File: src/rtl/rb_pkg.sv
// rb_pkg: lane types, event bundle and scoring constants shared by the note hit judge.
package rb_pkg;
  localparam int NUM_LANES  = 4;
  localparam int PEND_MAX   = 3;
  localparam int POINTS     = 10;
  localparam int COMBO_STEP = 10;
  localparam int MULT_MAX   = 4;
  localparam int SCORE_W    = 20;
  localparam int CNT_W      = $clog2(PEND_MAX + 1);
  typedef logic [NUM_LANES-1:0] lane_vec_t;
  typedef logic [CNT_W-1:0] cnt_t;
  typedef struct packed {
    lane_vec_t hit;
    lane_vec_t miss;
  } judge_evt_t;
  localparam cnt_t CNT_FULL = cnt_t'(PEND_MAX);
endpackage

File: src/rtl/note_hit_judge_if.sv
// note_hit_judge_if: note-register taps and buttons in, judged pulses and score state out.
interface note_hit_judge_if;
  import rb_pkg::*;
  logic               frame_tick;
  logic               playing;
  lane_vec_t          lane_enter;
  lane_vec_t          lane_exit;
  lane_vec_t          buttons;
  lane_vec_t          hit_pulse;
  lane_vec_t          miss_pulse;
  logic [SCORE_W-1:0] score;
  logic [7:0]         combo;
  logic [2:0]         multiplier;
  modport master (
    output frame_tick, playing, lane_enter, lane_exit, buttons,
    input  hit_pulse, miss_pulse, score, combo, multiplier
  );
  modport slave (
    input  frame_tick, playing, lane_enter, lane_exit, buttons,
    output hit_pulse, miss_pulse, score, combo, multiplier
  );
endinterface

File: src/rtl/lane_tracker.sv
// lane_tracker: one lane's button synchroniser/edge detect and hit-window pend/done counters.
// GHOST_PENALTY_EN: a press on a lane with nothing pending reports a miss.
module lane_tracker
  import rb_pkg::*;
(
  input  logic Clk,
  input  logic Reset_n,
  input  logic playing,
  input  logic tick,
  input  logic enter_tap,
  input  logic exit_tap,
  input  logic button,
  output logic hit,
  output logic miss
);
  logic s1, s2, s3, armed, press;
  logic [1:0] warm;
  cnt_t pend, done, pend_n, done_n;
  always_ff @(posedge Clk or negedge Reset_n)
    if (!Reset_n) begin
      {s1, s2, s3, armed} <= '0;
      warm <= '0;
      pend <= '0;
      done <= '0;
    end else begin
      {s1, s2, s3} <= {button, s1, s2};
      warm <= {warm[0], 1'b1};
      armed <= armed | (warm[1] & ~s2);
      pend <= pend_n;
      done <= done_n;
    end
  // armed waits to see the button released, so a press held through reset never edges
  assign press = s2 & ~s3 & armed;
  always_comb begin
    pend_n = pend;
    done_n = done;
    hit = 1'b0;
    miss = 1'b0;
    if (press && pend_n != '0) begin
      pend_n = pend_n - cnt_t'(1);
      done_n = (done_n == CNT_FULL) ? done_n : done_n + cnt_t'(1);
      hit = 1'b1;
    end
`ifdef GHOST_PENALTY_EN
    else if (press) miss = 1'b1;
`endif
    if (tick && exit_tap) begin
      if (done_n != '0) done_n = done_n - cnt_t'(1);
      else if (pend_n != '0) begin
        pend_n = pend_n - cnt_t'(1);
        miss = 1'b1;
      end
    end
    if (tick && enter_tap && pend_n != CNT_FULL) pend_n = pend_n + cnt_t'(1);
    if (!playing) begin
      pend_n = '0;
      done_n = '0;
      hit = 1'b0;
      miss = 1'b0;
    end
  end
endmodule

File: src/rtl/note_hit_judge.sv
// note_hit_judge: per-lane hit/miss judging plus score, combo and multiplier for the display.
// GHOST_PENALTY_EN (see lane_tracker): empty-lane presses become misses and break the combo.
module note_hit_judge
  import rb_pkg::*;
(
  input logic Clk,
  input logic Reset_n,
  note_hit_judge_if.slave bus
);
  lane_vec_t hit_v, miss_v;
  judge_evt_t evt;
  logic playing_q;
  logic [2:0] nh;
  logic [SCORE_W:0] score_sum;
  logic [SCORE_W-1:0] score_n;
  logic [8:0] combo_sum;
  logic [7:0] combo_n;
  logic [2:0] mult_n;
  int mult_raw;
  for (genvar i = 0; i < NUM_LANES; i++) begin : g_lane
    lane_tracker u_lane (
      .Clk       (Clk),
      .Reset_n   (Reset_n),
      .playing   (bus.playing),
      .tick      (bus.frame_tick),
      .enter_tap (bus.lane_enter[i]),
      .exit_tap  (bus.lane_exit[i]),
      .button    (bus.buttons[i]),
      .hit       (hit_v[i]),
      .miss      (miss_v[i])
    );
  end
  assign evt = {hit_v, miss_v};
  always_comb begin
    nh = '0;
    for (int i = 0; i < NUM_LANES; i++) nh = nh + 3'(evt.hit[i]);
  end
  // points use the multiplier in force before this cycle's combo update
  always_comb begin
    score_sum = {1'b0, bus.score} + (SCORE_W+1)'(int'(nh) * POINTS * int'(bus.multiplier));
    score_n = score_sum[SCORE_W] ? '1 : score_sum[SCORE_W-1:0];
    combo_sum = {1'b0, bus.combo} + 9'(nh);
    combo_n = |evt.miss ? '0 : combo_sum[8] ? '1 : combo_sum[7:0];
    mult_raw = 1 + int'(combo_n) / COMBO_STEP;
    mult_n = 3'(mult_raw > MULT_MAX ? MULT_MAX : mult_raw);
  end
  always_ff @(posedge Clk or negedge Reset_n)
    if (!Reset_n) begin
      playing_q <= 1'b0;
      bus.hit_pulse <= '0;
      bus.miss_pulse <= '0;
      bus.score <= '0;
      bus.combo <= '0;
      bus.multiplier <= 3'd1;
    end else begin
      playing_q <= bus.playing;
      bus.hit_pulse <= evt.hit;
      bus.miss_pulse <= evt.miss;
      if (bus.playing && !playing_q) begin
        bus.score <= '0;
        bus.combo <= '0;
        bus.multiplier <= 3'd1;
      end else if (bus.playing) begin
        bus.score <= score_n;
        bus.combo <= combo_n;
        bus.multiplier <= mult_n;
      end
    end
endmodule
File: src/flat_wrapper.sv
// flat-port wrapper written by rule: the top's interface ports become plain ports
module note_hit_judge_flat import rb_pkg::*;
  (Clk, Reset_n, bus_frame_tick, bus_playing, bus_lane_enter, bus_lane_exit, bus_buttons, bus_hit_pulse, bus_miss_pulse, bus_score, bus_combo, bus_multiplier);
  note_hit_judge_if bus_i ();
  input logic Clk;
  input logic Reset_n;
  input wire logic [$bits(bus_i.frame_tick)-1:0] bus_frame_tick;
  input wire logic [$bits(bus_i.playing)-1:0] bus_playing;
  input wire logic [$bits(bus_i.lane_enter)-1:0] bus_lane_enter;
  input wire logic [$bits(bus_i.lane_exit)-1:0] bus_lane_exit;
  input wire logic [$bits(bus_i.buttons)-1:0] bus_buttons;
  output wire logic [$bits(bus_i.hit_pulse)-1:0] bus_hit_pulse;
  output wire logic [$bits(bus_i.miss_pulse)-1:0] bus_miss_pulse;
  output wire logic [$bits(bus_i.score)-1:0] bus_score;
  output wire logic [$bits(bus_i.combo)-1:0] bus_combo;
  output wire logic [$bits(bus_i.multiplier)-1:0] bus_multiplier;
  assign bus_i.frame_tick = bus_frame_tick;
  assign bus_i.playing = bus_playing;
  assign bus_i.lane_enter = bus_lane_enter;
  assign bus_i.lane_exit = bus_lane_exit;
  assign bus_i.buttons = bus_buttons;
  assign bus_hit_pulse = bus_i.hit_pulse;
  assign bus_miss_pulse = bus_i.miss_pulse;
  assign bus_score = bus_i.score;
  assign bus_combo = bus_i.combo;
  assign bus_multiplier = bus_i.multiplier;
  note_hit_judge u_core (.Clk(Clk), .Reset_n(Reset_n), .bus(bus_i));
endmodule
File: config.mk
export PLATFORM = sky130hd
export DESIGN_NAME = note_hit_judge_flat
export DESIGN_NICKNAME = d
export VERILOG_FILES = /design/src/rtl/rb_pkg.sv /design/src/rtl/note_hit_judge_if.sv /design/src/rtl/lane_tracker.sv /design/src/rtl/note_hit_judge.sv /design/src/flat_wrapper.sv
export SDC_FILE = /design/constraint.sdc
export NUM_CORES = 1
export LEC_CHECK = 0
export BUFFER_PORTS_ARGS = -buffer_cell sky130_fd_sc_hd__buf_2
export CAP_MARGIN = 20
export CORE_UTILIZATION = 41
export CTS_BUF_LIST = sky130_fd_sc_hd__clkbuf_16
export DETAILED_ROUTE_END_ITERATION = 16
export GPL_TIMING_DRIVEN = 1
export MAX_ROUTING_LAYER = met4
export PLACE_DENSITY = 0.64
export RECOVER_POWER = 100
export SYNTH_ARGS = -nofsm -noshare
export SYNTH_HDL_FRONTEND = slang
export SYNTH_HIERARCHICAL = 1
export SYNTH_SLANG_ARGS = --single-unit
File: constraint.sdc
create_clock -name Clk -period 6.85 [get_ports Clk]
set_clock_uncertainty 0.05 [all_clocks]
set_input_delay 1.37 -clock Clk [delete_from_list [all_inputs] [get_ports Clk]]
set_output_delay 1.37 -clock Clk [all_outputs]
set_load 0.05 [all_outputs]
==> results.md, run 1 <==
* EDFF count, synth at 0
* CP Data Arrival Time at 7.32 ns
* Pleak at 0.00328 µW
* Hold Path Depth at 0
* Vias in the first global route at 5051
* TritonCTS buffer count at 9
* Top layer in use: met4
* HPWL Detailed at 10800 µm
* Number of diodes at 0
* Worst relative slew slack at -0.796
* Dominant cell by count in the synthesized netlist: dfrtp_1
* Syn_nets at 651
* TritonCTS clock tree: yes
* Cells after synthesis at 591
* Cell Area, Synth at 5630 µm²
* Cell taking the most area after synthesis: dfrtp_1
* Vias/cell at 5.57
* Peak VDD IR at 0.128 mV
* Clk sinks at 80
* Ratio of cells with drive above 1 in the final layout at 0.249
* Hold_ws at 0.296 ns
* GR Overflow Total at 0
* Peak Freq at 140 MHz
* Die Wd at 119 µm
* Least-Margin Pin Slew at 2.69 ns
* Vias at 5078
* Core area at 13300 µm²
* Number of remaining DRC errors at 0
* Unrepaired setup endpoints after global routing: yes
* DR WL met3 at 503 µm
* CP Max Fanout at 7
* Synth Flop Type: dfrtp_1
* Die area at 14200 µm²
* Hold Fails Final Rpt at 0
* Metal1 wirelength at 6750 µm
* Failing checks: capacitance limit, slew limit, setup timing
* Synth Area per Inst at 9.53 µm²
* Status: complete, but fails checks
* Sequential area share after synthesis at 0.356
* GP Congestion at 0.898
* Clock-pin slew on the worst setup and hold paths at 0.06 ns
* 1st-iter DRT viols at 246
* Worst-case clock buffer depth at 2
* Port bufs at 54
* Die H at 119 µm
* Hold EP: u_core/g_lane[2].u_lane/s2$_DFF_PN0_
* Total track usage at 0.221
* Hold bufs inserted after CTS at 0
* Row cnt at 42
* RR Endpoint: u_core/bus.multiplier[1]$_DFFE_PN0P_
* Post-synthesis cell type count at 84
* Final number of setup-violating endpoints at 3
* Worst reg2reg setup slack at -0.10 ns
* CP Capture Type: register
* Hold Crit Class: register to register
* Flops & latches, synth at 80
* I/O Pins at 55
* Met2 routed WL at 7090 µm
* Fin crit share at 1.04
* Maxcap violations at 2
* Reg2Reg Depth at 29
* CP required at 7.03 ns
* Yosys top cell area share at 0.351
* Largest net degree at the start of global routing at 81
* Starting Density at 0.424
* WL/cell at 16.0 µm
* Fill cells at 1246
* Area Growth Syn to Fin at 26.7%
* Setup total negative slack at -0.756 ns
* CTS Root Cell: clkbuf_16
* Initial antenna violation count at 0
* Footprint of the multi-input gates at 3550 µm²
* DRT Wirelength at 14600 µm
* Antenna viol nets, final at 0
* Setup ws final at -0.290 ns
* Ys async rst share at 1.00
* Final period demand of the worst path at 7.14 ns
* First-pass GRT wire length at 24400 µm
* Clock Latency Late Sink at 0.34 ns
* Top cells by count, synth: dfrtp_1 (79), nand2_1 (55), inv_1 (37), ha_1 (36), o21ai_0 (34)
* Worst Hold Launch: u_core/g_lane[2].u_lane/s1$_DFF_PN0_
* Largest cells by area after synthesis: dfrtp_1 (35%), ha_1 (8.0%), nand2_1 (3.7%), o21ai_0 (3.0%), fa_1 (2.8%)
* H-tree levels at 3
* FF+latch area at 2000 µm²
* CP Launch Type: input pin
* Pwr Density at 159 nW/µm²
* Synthesis warning total at 6
* DR pass1 iterations at 5
* Final net count at 791
* Reg-to-Reg Start: u_core/g_lane[1].u_lane/pend[1]$_DFF_PN0_
* Fin. max-slew vios at 83
* WS Path Type: input pin to register
worst max-delay path by stage:
stage	end	startpoint
after floorplan	u_core/bus.multiplier[1]$_DFFE_PN0P_	bus_playing
after global placement	u_core/bus.multiplier[1]$_DFFE_PN0P_	bus_playing
after detailed placement	u_core/bus.multiplier[0]$_DFFE_PN1P_	bus_playing
after CTS	u_core/bus.multiplier[1]$_DFFE_PN0P_	bus_playing
after global routing	u_core/bus.multiplier[1]$_DFFE_PN0P_	bus_playing
final	u_core/bus.multiplier[1]$_DFFE_PN0P_	bus_playing
flip-flops by register name (all words and copies together) (netlist names), 4 cells and up:
register / flops
u_core/bus.combo: 8
u_core/g_lane.u_lane/done: 8
u_core/bus.score: 20
u_core/g_lane.u_lane/s3: 4
u_core/g_lane.u_lane/s1: 4
u_core/g_lane.u_lane/pend: 8
u_core/g_lane.u_lane/warm: 8
u_core/bus.hit_pulse: 4
u_core/g_lane.u_lane/s2: 4
u_core/g_lane.u_lane/armed: 4
u_core/bus.miss_pulse: 4
critical path, cell delays in order:
cell and delay, ns:
buf_8 0.10, and2_4 0.14, fa_2 0.49, ha_4 0.19, ha_4 0.26, inv_2 0.03
fa_2 0.35, and2b_4 0.27, o2111ai_2 0.11, a311oi_2 0.35, nor3_1 0.09, ha_1 0.32
or3b_4 0.39, o21bai_4 0.27, a21oi_4 0.15, o221a_4 0.25, o21ai_2 0.13, a31oi_1 0.10
or2_1 0.25, or4_4 0.53, or2_4 0.27, ha_4 0.18, nand2_4 0.05, or3b_4 0.38
nand4_1 0.08, a31oi_1 0.05, a21o_1 0.17
stage by stage:
| step | worst slack (ns) | utilization | power (µW) | std cells | cell area (µm²) |
|---|---|---|---|---|---|
| 6_report | -0.290 | 0.537 | 1130 | 912 | 7140 |
| 5_1_grt | -0.448 | 0.537 | 1180 | 912 | 7140 |
| 4_1_cts | -0.239 | 0.539 | 1150 | 909 | 7170 |
| 3_5_place_dp | -0.753 | 0.508 | 677 | 884 | 6750 |
| 3_3_place_gp | -0.598 | 0.508 | 670 | 884 | 6750 |
| 2_1_floorplan | -0.491 | - | 615 | 591 | 5710 |
per-layer routing:
layer / vias to the layer above / GRT usage
met5: - / -
met3: 17 / 0.0354
met4: 0 / 0.0665
li1: 2472 / -
met2: 100 / 0.354
met1: 2489 / 0.289
what timing repair did:
action	CTS	global route
setup buffers	9	3
endpoints found under the setup margin	3	3
resized for setup	15	8
pin swaps	20	15
layout make-up:
class                   count  share of cell area
inverters                  37              0.0195
multi-input cells         457               0.498
clock inverters             7             0.00894
flip-flops and latches     80               0.281
repair buffers            146               0.131
clock buffers               9              0.0316
well taps                 176              0.0309
placed cells by master (no fill, tap or decap), types with 4 or more instances in the layout:
cell	netlist	final
o211ai_1	5	5
nor3_1	14	12
a21o_1	13	13
o311a_1	4	4
clkbuf_1	9	41
nor2_1	32	30
buf_4	0	86
nand4b_1	4	4
nand3_1	19	19
o21a_1	8	8
clkbuf_16	0	9
nand4bb_1	5	5
nand2b_1	6	6
o21ai_0	34	32
ha_1	36	32
and4bb_2	4	4
a31oi_1	11	11
xor2_1	5	5
a221o_1	12	12
nor3b_1	10	10
nand3b_1	5	5
ha_4	0	4
and3_1	7	7
nand2_1	55	53
a21o_2	4	4
o2bb2ai_1	4	4
dfrtp_1	79	79
mux2_2	4	4
o21ai_2	5	6
conb_1	4	4
buf_2	8	15
mux2i_1	8	8
inv_1	37	36
and2_1	13	10
fa_1	8	6
o21bai_1	7	7
a21oi_1	20	20
xnor2_1	13	12
power breakdown:
part	internal (µW)	switching (µW)	total (µW)
logic	61.5	97.6	159
clock network	279	186	465
registers	492	15.7	507
kinds of logic (layout without fill, tap and decap cells):
kind of cell | after synthesis | count (layout) | synth area share
fa+ha+maj | 44 | 44 | 0.108
xor+xnor | 18 | 18 | 0.0280
simple gates | 204 | 204 | 0.215
flops | 80 | 80 | 0.356
compound gates | 175 | 175 | 0.231
buf+inv | 54 | 199 | 0.0378
mux | 12 | 12 | 0.0222
other cells | 4 | 4 | 0.00266
(Power assumes the default switching activity.)
==> inputs of run 2 (changes only) <==
Settings changed: SETUP_SLACK_MARGIN set to 0.15.
==> results.md, run 2 (synthesized netlist as in run 1, its figures left out) <==
* WS Path Type: input pin to register
* DR pass1 iterations at 5 (unchanged)
* Number of remaining DRC errors at 0 (unchanged)
* Clk sinks at 80 (unchanged)
* Pint at 832 µW (about the same)
* Most frequent cells in the layout: buf_4 (87), dfrtp_1 (79), nand2_1 (53)
* Peak VDD IR at 0.128 mV (about the same)
* Antenna viol nets, final at 0 (unchanged)
* Worst relative slew slack at -0.799 (-0.00306)
* Fin. max-slew vios at 83 (unchanged)
* Reg2Reg Depth at 29 (unchanged)
* WP buf/inv at 2 (unchanged)
* Crit-path leading delay family: simple AND/OR/NAND/NOR gates
* PnR Total Power at 1130 µW (about the same)
* Sequential share of power at 0.448 (about the same)
* Hold Crit Class: register to register
* CP Launch Type: input pin
* Gate power share at 0.141 (about the same)
* Area Growth Syn to Fin at 26.5%
* Row cnt at 42 (unchanged)
* Max stage delay on crit path at 0.53 ns (about the same)
* RR Endpoint: u_core/bus.multiplier[1]$_DFFE_PN0P_
* CP max-delay cell: or4_4
* Fin crit share at 1.04 (about the same)
* TritonCTS clock tree: yes
* Core area at 13300 µm² (unchanged)
* Hold bufs inserted after CTS at 0 (unchanged)
* Failing checks: capacitance limit, slew limit, setup timing
* H-tree levels at 3 (unchanged)
* CP dominant cell by count: ha_4
* HPWL Detailed at 10800 µm (unchanged)
* Worst-case clock buffer depth at 2 (unchanged)
* Clock Latency Late Sink at 0.34 ns (about the same)
* CP Data Arrival Time at 7.32 ns (about the same)
* Reg-to-Reg Start: u_core/g_lane[1].u_lane/pend[1]$_DFF_PN0_
* Sw Share at 0.265 (about the same)
* TritonCTS buffer count at 9 (unchanged)
* Unrepaired setup endpoints after global routing: yes
* Clock power share at 0.411 (about the same)
* Hold Path Depth at 0 (unchanged)
* Final period demand of the worst path at 7.14 ns (+0.00295 ns)
* Ratio of cells with drive above 1 in the final layout at 0.249 (unchanged)
* First-pass GRT wire length at 24400 µm (unchanged)
* Maxcap violations at 2 (unchanged)
* Most common cell after layout, fill and taps aside: buf_4
* Switch Pwr at 300 µW (about the same)
* Footprint of the multi-input gates at 3550 µm² (-0.14%)
* Peak Freq at 140 MHz (about the same)
* Die H at 119 µm (unchanged)
* Pwr Density at 159 nW/µm² (+0.15%)
* CP Max Fanout at 7 (unchanged)
* Worst Hold Launch: u_core/g_lane[2].u_lane/s1$_DFF_PN0_
* Largest net degree at the start of global routing at 81 (unchanged)
* Die Wd at 119 µm (unchanged)
* Hold Fails Final Rpt at 0 (unchanged)
* Pleak at 0.00326 µW (-0.54%)
* Worst reg2reg setup slack at -0.11 ns (about the same)
* 1st-iter DRT viols at 294 (+20%)
* CTS Root Cell: clkbuf_16
* Initial antenna violation count at 0 (unchanged)
* Largest Register: u_core/bus.score
* Die area at 14200 µm² (unchanged)
* Dpl cell area at 6750 µm² (unchanged)
* GR Overflow Total at 0 (unchanged)
* Post-route design area at 7130 µm² (-0.12%)
* WL/cell at 16.0 µm (+0.36%)
* Final net count at 791 (unchanged)
* Number of diodes at 0 (unchanged)
* DRT Wirelength at 14600 µm (+0.36%)
* Vias in the first global route at 5051 (unchanged)
* Final number of setup-violating endpoints at 3 (unchanged)
* Port bufs at 54 (unchanged)
* I/O Pins at 55 (unchanged)
* Total track usage at 0.221 (unchanged)
* GP Congestion at 0.898 (unchanged)
* Starting Density at 0.424 (unchanged)
* CP Capture Type: register
* Least-Margin Pin Slew at 2.70 ns (+0.00459 ns)
* Status: complete, but fails checks
* Clock-pin slew on the worst setup and hold paths at 0.06 ns (about the same)
* CP required at 7.03 ns (about the same)
* Vias at 5099 (+0.41%)
* Setup ws final at -0.293 ns (-0.00295 ns)
* Max FFs per register at 20 (unchanged)
* Hold EP: u_core/g_lane[2].u_lane/s2$_DFF_PN0_
* Vias/cell at 5.59 (+0.41%)
* Fill cells at 1246 (unchanged)
* FF+latch area at 2000 µm² (unchanged)
==> run 2: cell counts in the layout (fill, tap and decap cells not counted) <==
Identical to the previous run, type by type.
==> run 2: through the flow <==
stage          std cells  setup slack, ns   util  setup TNS (ns)  hold WS, ns
6_report             912           -0.293  0.536          -0.761        0.296
5_1_grt              912           -0.446  0.536           -1.22        0.299
4_1_cts              909           -0.239  0.539          -0.585        0.298
3_5_place_dp         884           -0.753  0.508           -1.89        0.285
3_3_place_gp         884           -0.598  0.508           -1.42        0.282
2_1_floorplan        591           -0.491      -           -1.10        0.281
==> run 2: routing by layer <==
metal	wire length [µm]	GRT usage	part of all wire	vias to the layer above
met5	0	-	0	-
met4	221	0.0665	0.015	0
met3	521	0.0354	0.036	17
met2	7090	0.354	0.49	110
met1	6780	0.289	0.46	2495
li1	-	-	-	2477
==> run 2: worst max-delay path by stage <==
stage,from,to,cells after the start
after floorplan,bus_playing,u_core/bus.multiplier[1]$_DFFE_PN0P_,26
after global placement,bus_playing,u_core/bus.multiplier[1]$_DFFE_PN0P_,27
after detailed placement,bus_playing,u_core/bus.multiplier[0]$_DFFE_PN1P_,27
after CTS,bus_playing,u_core/bus.multiplier[1]$_DFFE_PN0P_,27
after global routing,bus_playing,u_core/bus.multiplier[1]$_DFFE_PN0P_,27
final,bus_playing,u_core/bus.multiplier[1]$_DFFE_PN0P_,27
==> run 2: area by class of cell <==
cell class	instances	share of cell area
Inverter	37	0.0195
Clock buffer	9	0.0316
Timing Repair Buffer	146	0.130
Tap cell	176	0.0309
Clock inverter	7	0.00895
Multi-Input combinational cell	457	0.498
Sequential cell	80	0.281
==> run 2: timing repair <==
| item | 4_1_cts | 5_1_grt |
|---|---|---|
| endpoints found under the setup margin | 3 | 3 |
| pin swaps | 20 | 14 |
| buffers inserted | 9 | 2 |
| resized for setup | 15 | 6 |
==> run 2: power groups by stage <==
stage / Sequential, µW / Clock, µW / Combinational [µW]
2_1_floorplan: 531 / 0 / 84.3
3_3_place_gp: 515 / 0 / 156
3_5_place_dp: 516 / 0 / 162
4_1_cts: 507 / 481 / 164
5_1_grt: 510 / 497 / 177
6_report: 507 / 465 / 159
==> inputs of run 3 (changes only) <==
Settings changed: ABC_AREA set to 1.
Clock period 6.85 ns to 5.9 ns, I/O delays scaled along.
==> results.md, run 3 <==
* WS Path Type: input pin to register
* Fin. max-slew vios at 36 (-57%)
* Ratio of cells with drive above 1 in the final layout at 0.404 (+0.156)
* WL/cell at 13.3 µm (-17%)
* Largest net degree at the start of global routing at 47 (-42%)
* CP max-delay cell: fa_1
* CP Capture Type: register
* Most common cell after layout, fill and taps aside: nand2_1
* Syn_nets at 784 (+20%)
* I/O Pins at 55 (unchanged)
* Largest Register: u_core/bus.score
* Post-route design area at 7900 µm² (+11%)
* Most frequent cells in the layout: nand2_1 (127), buf_4 (90), inv_1 (89)
* Worst-case clock buffer depth at 2 (unchanged)
* Ys async rst share at 1.00 (unchanged)
* Starting Density at 0.422 (-0.00172)
* Sequential area share after synthesis at 0.358 (+0.00287)
* DR pass1 iterations at 5 (unchanged)
* Hold Fails Final Rpt at 0 (unchanged)
* Cells after synthesis at 724 (+23%)
* TritonCTS clock tree: yes
* Post-synthesis cell type count at 45 (-46%)
* Yosys top cell area share at 0.354 (+0.00283)
* Total track usage at 0.209 (-0.0119)
* Top cells by count, synth: nand2_1 (158), inv_1 (104), dfrtp_1 (79), nor2_1 (69), nand3_1 (52)
* Peak Freq at 165 MHz
* CTS Root Cell: clkbuf_16
* Placed insts at 1006 (+14%)
* Peak VDD IR at 0.163 mV (+27%)
* Row cnt at 42 (unchanged)
* Dpl cell area at 6780 µm² (+0.46%)
* GP Congestion at 0.847 (-5.7%)
* Setup total negative slack at -0.803 ns (-0.0420 ns)
* Pleak at 0.00418 µW (+28%)
* Final net count at 943 (+19%)
* Least-Margin Pin Slew at 1.93 ns (-0.764 ns)
* Maxcap violations at 1 (-1)
* Area Growth Syn to Fin at 41.4%
* 1st-iter DRT viols at 293 (-0.34%)
* Max stage delay on crit path at 0.59 ns (+0.06 ns)
* Clk sinks at 80 (unchanged)
* Synth Flop Type: dfrtp_1
* Max FFs per register at 20 (unchanged)
* CP required at 6.08 ns (-0.95 ns)
* Flops & latches, synth at 80 (unchanged)
* CP Max Fanout at 5 (-2)
* WP buf/inv at 7 (+5)
* Cell taking the most area after synthesis: dfrtp_1
* Number of diodes at 0 (unchanged)
* Dominant cell by count in the synthesized netlist: nand2_1
* Footprint of the multi-input gates at 3790 µm² (+6.8%)
* Port bufs at 54 (unchanged)
* HPWL Detailed at 9920 µm (-8.5%)
* Final number of setup-violating endpoints at 14 (+11)
* Crit-path leading delay family: adder cells
* Status: complete, but fails checks
* Antenna viol nets, final at 0 (unchanged)
* TritonCTS buffer count at 9 (unchanged)
* Synthesis warning total at 6 (unchanged)
* Number of remaining DRC errors at 0 (unchanged)
* EDFF count, synth at 0 (unchanged)
* Fin cells at 1064 (+17%)
* Vias/cell at 5.03 (-10%)
* Clock-pin slew on the worst setup and hold paths at 0.06 ns (about the same)
* Vias at 5352 (+5.0%)
* Clock Latency Late Sink at 0.35 ns (about the same)
* First-pass GRT wire length at 23200 µm (-4.8%)
* Cell Area, Synth at 5590 µm² (-0.80%)
* Setup ws final at -0.166 ns (+0.127 ns)
* CP Launch Type: input pin
* GR Overflow Total at 0 (unchanged)
* DRT Wirelength at 14200 µm (-2.8%)
* Hold Crit Class: register to register
* Vias in the first global route at 5294 (+4.8%)
* Synth Area per Inst at 7.72 µm² (-19%)
* CP dominant cell by count: nor2_2
* Unrepaired setup endpoints after global routing: yes
* Die Wd at 119 µm (-0.39%)
* H-tree levels at 3 (unchanged)
* FF+latch area at 2000 µm² (unchanged)
* Initial antenna violation count at 0 (unchanged)
* CP Data Arrival Time at 6.24 ns (-1.08 ns)
* Fill cells at 1139 (-8.6%)
* Final period demand of the worst path at 6.07 ns
* Die area at 14100 µm² (-0.79%)
* Largest cells by area after synthesis: dfrtp_1 (35%), nand2_1 (11%), ha_1 (8.1%), inv_1 (7.0%), nand3_1 (4.7%)
* Core area at 13200 µm² (-0.40%)
* Pwr Density at 182 nW/µm² (+15%)
* Fin crit share at 1.03
* Die H at 119 µm (-0.39%)
* Hold bufs inserted after CTS at 0 (unchanged)
* Worst relative slew slack at -0.289 (+0.510)
* Failing checks: capacitance limit, slew limit, setup timing
[run 3: cell count changes in the layout (fill, tap and decap cells not counted), sizes merged, moves of 12 or more]
cell,change
nand2,+136
inv,+80
a21o,-16
buf,+50
nor2,+45
a221o,-12
clkbuf,-40
nand3,+42
[run 3: logic make-up after synthesis]
| logic type | count (synthesis) | share of synthesized area |
|---|---|---|
| other | 4 | 0.00269 |
| DFF | 80 | 0.358 |
| xor gates and xnor gates | 13 | 0.0204 |
| buffers and inverters | 124 | 0.0849 |
| and+or+nand+nor | 364 | 0.320 |
| AOI/OAI and AO/OA | 95 | 0.105 |
| adders and majority gates | 44 | 0.109 |
[run 3: worst paths after layout]
check	from	depth (start not counted)	end	slack, ns
max	bus_playing	32	u_core/bus.score[15]$_DFFE_PN0P_	-0.17
min	u_core/g_lane[1].u_lane/warm[0]$_DFF_PN0_	0	u_core/g_lane[1].u_lane/warm[1]$_DFF_PN0_	0.30
max reg2reg	u_core/g_lane[3].u_lane/pend[0]$_DFF_PN0_	34	u_core/bus.score[15]$_DFFE_PN0P_	-0.08
min reg2reg	u_core/g_lane[1].u_lane/warm[0]$_DFF_PN0_	0	u_core/g_lane[1].u_lane/warm[1]$_DFF_PN0_	0.30
max in group asynchronous	Reset_n	2	u_core/bus.score[6]$_DFFE_PN0P_	3.00
min in group asynchronous	Reset_n	1	u_core/g_lane[0].u_lane/warm[0]$_DFF_PN0_	1.32
[run 3: worst reg2reg max path, delay by kind of cell, from the launching register on]
kind / cells / cell delay (ns)
adders and majority gates: 8 / 2.68
and+or+nand+nor: 16 / 1.73
buffers and inverters: 6 / 0.57
AOI/OAI and AO/OA: 3 / 0.36
DFF: 1 / 0.35
xor gates and xnor gates: 1 / 0.13
[run 3: where the power goes]
group / switching, µW / total, µW / internal [µW]
sequential: 16.1 / 587 / 571
combinational: 158 / 243 / 85.4
clock: 237 / 608 / 371
total: 411 / 1440 / 1030
[run 3: what timing repair did]
action	in CTS	in global routing
endpoints found under the setup margin	23	23
gates resized for setup	54	67
setup buffers	20	22
pin swaps	49	59
[run 3: metrics by stage]
stage | hold WS, ns | utilization | total power (µW) | setup WS [ns]
floorplan | 0.281 | - | 757 | 0.00695
detailed placement | 0.285 | 0.512 | 829 | -0.600
global placement | 0.283 | 0.512 | 818 | -0.512
CTS | 0.299 | 0.565 | 1450 | -0.0410
finish | 0.297 | 0.597 | 1440 | -0.166
global route | 0.308 | 0.597 | 1510 | -0.349
[run 3: per-layer routing]
layer	GRT usage	vias up	wire, µm
li1	-	2658	-
met1	0.236	2551	5910
met2	0.371	128	7530
met3	0.0405	15	570
met4	0.0680	0	198
met5	-	-	0
[run 3: final cells by class]
cell class | instances | area share
clock inverter | 7 | 0.0117
tap | 176 | 0.0279
timing repair buffer | 156 | 0.141
clock buffer | 9 | 0.0285
multi-input combinational | 520 | 0.479
inverter | 116 | 0.0583
sequential | 80 | 0.253
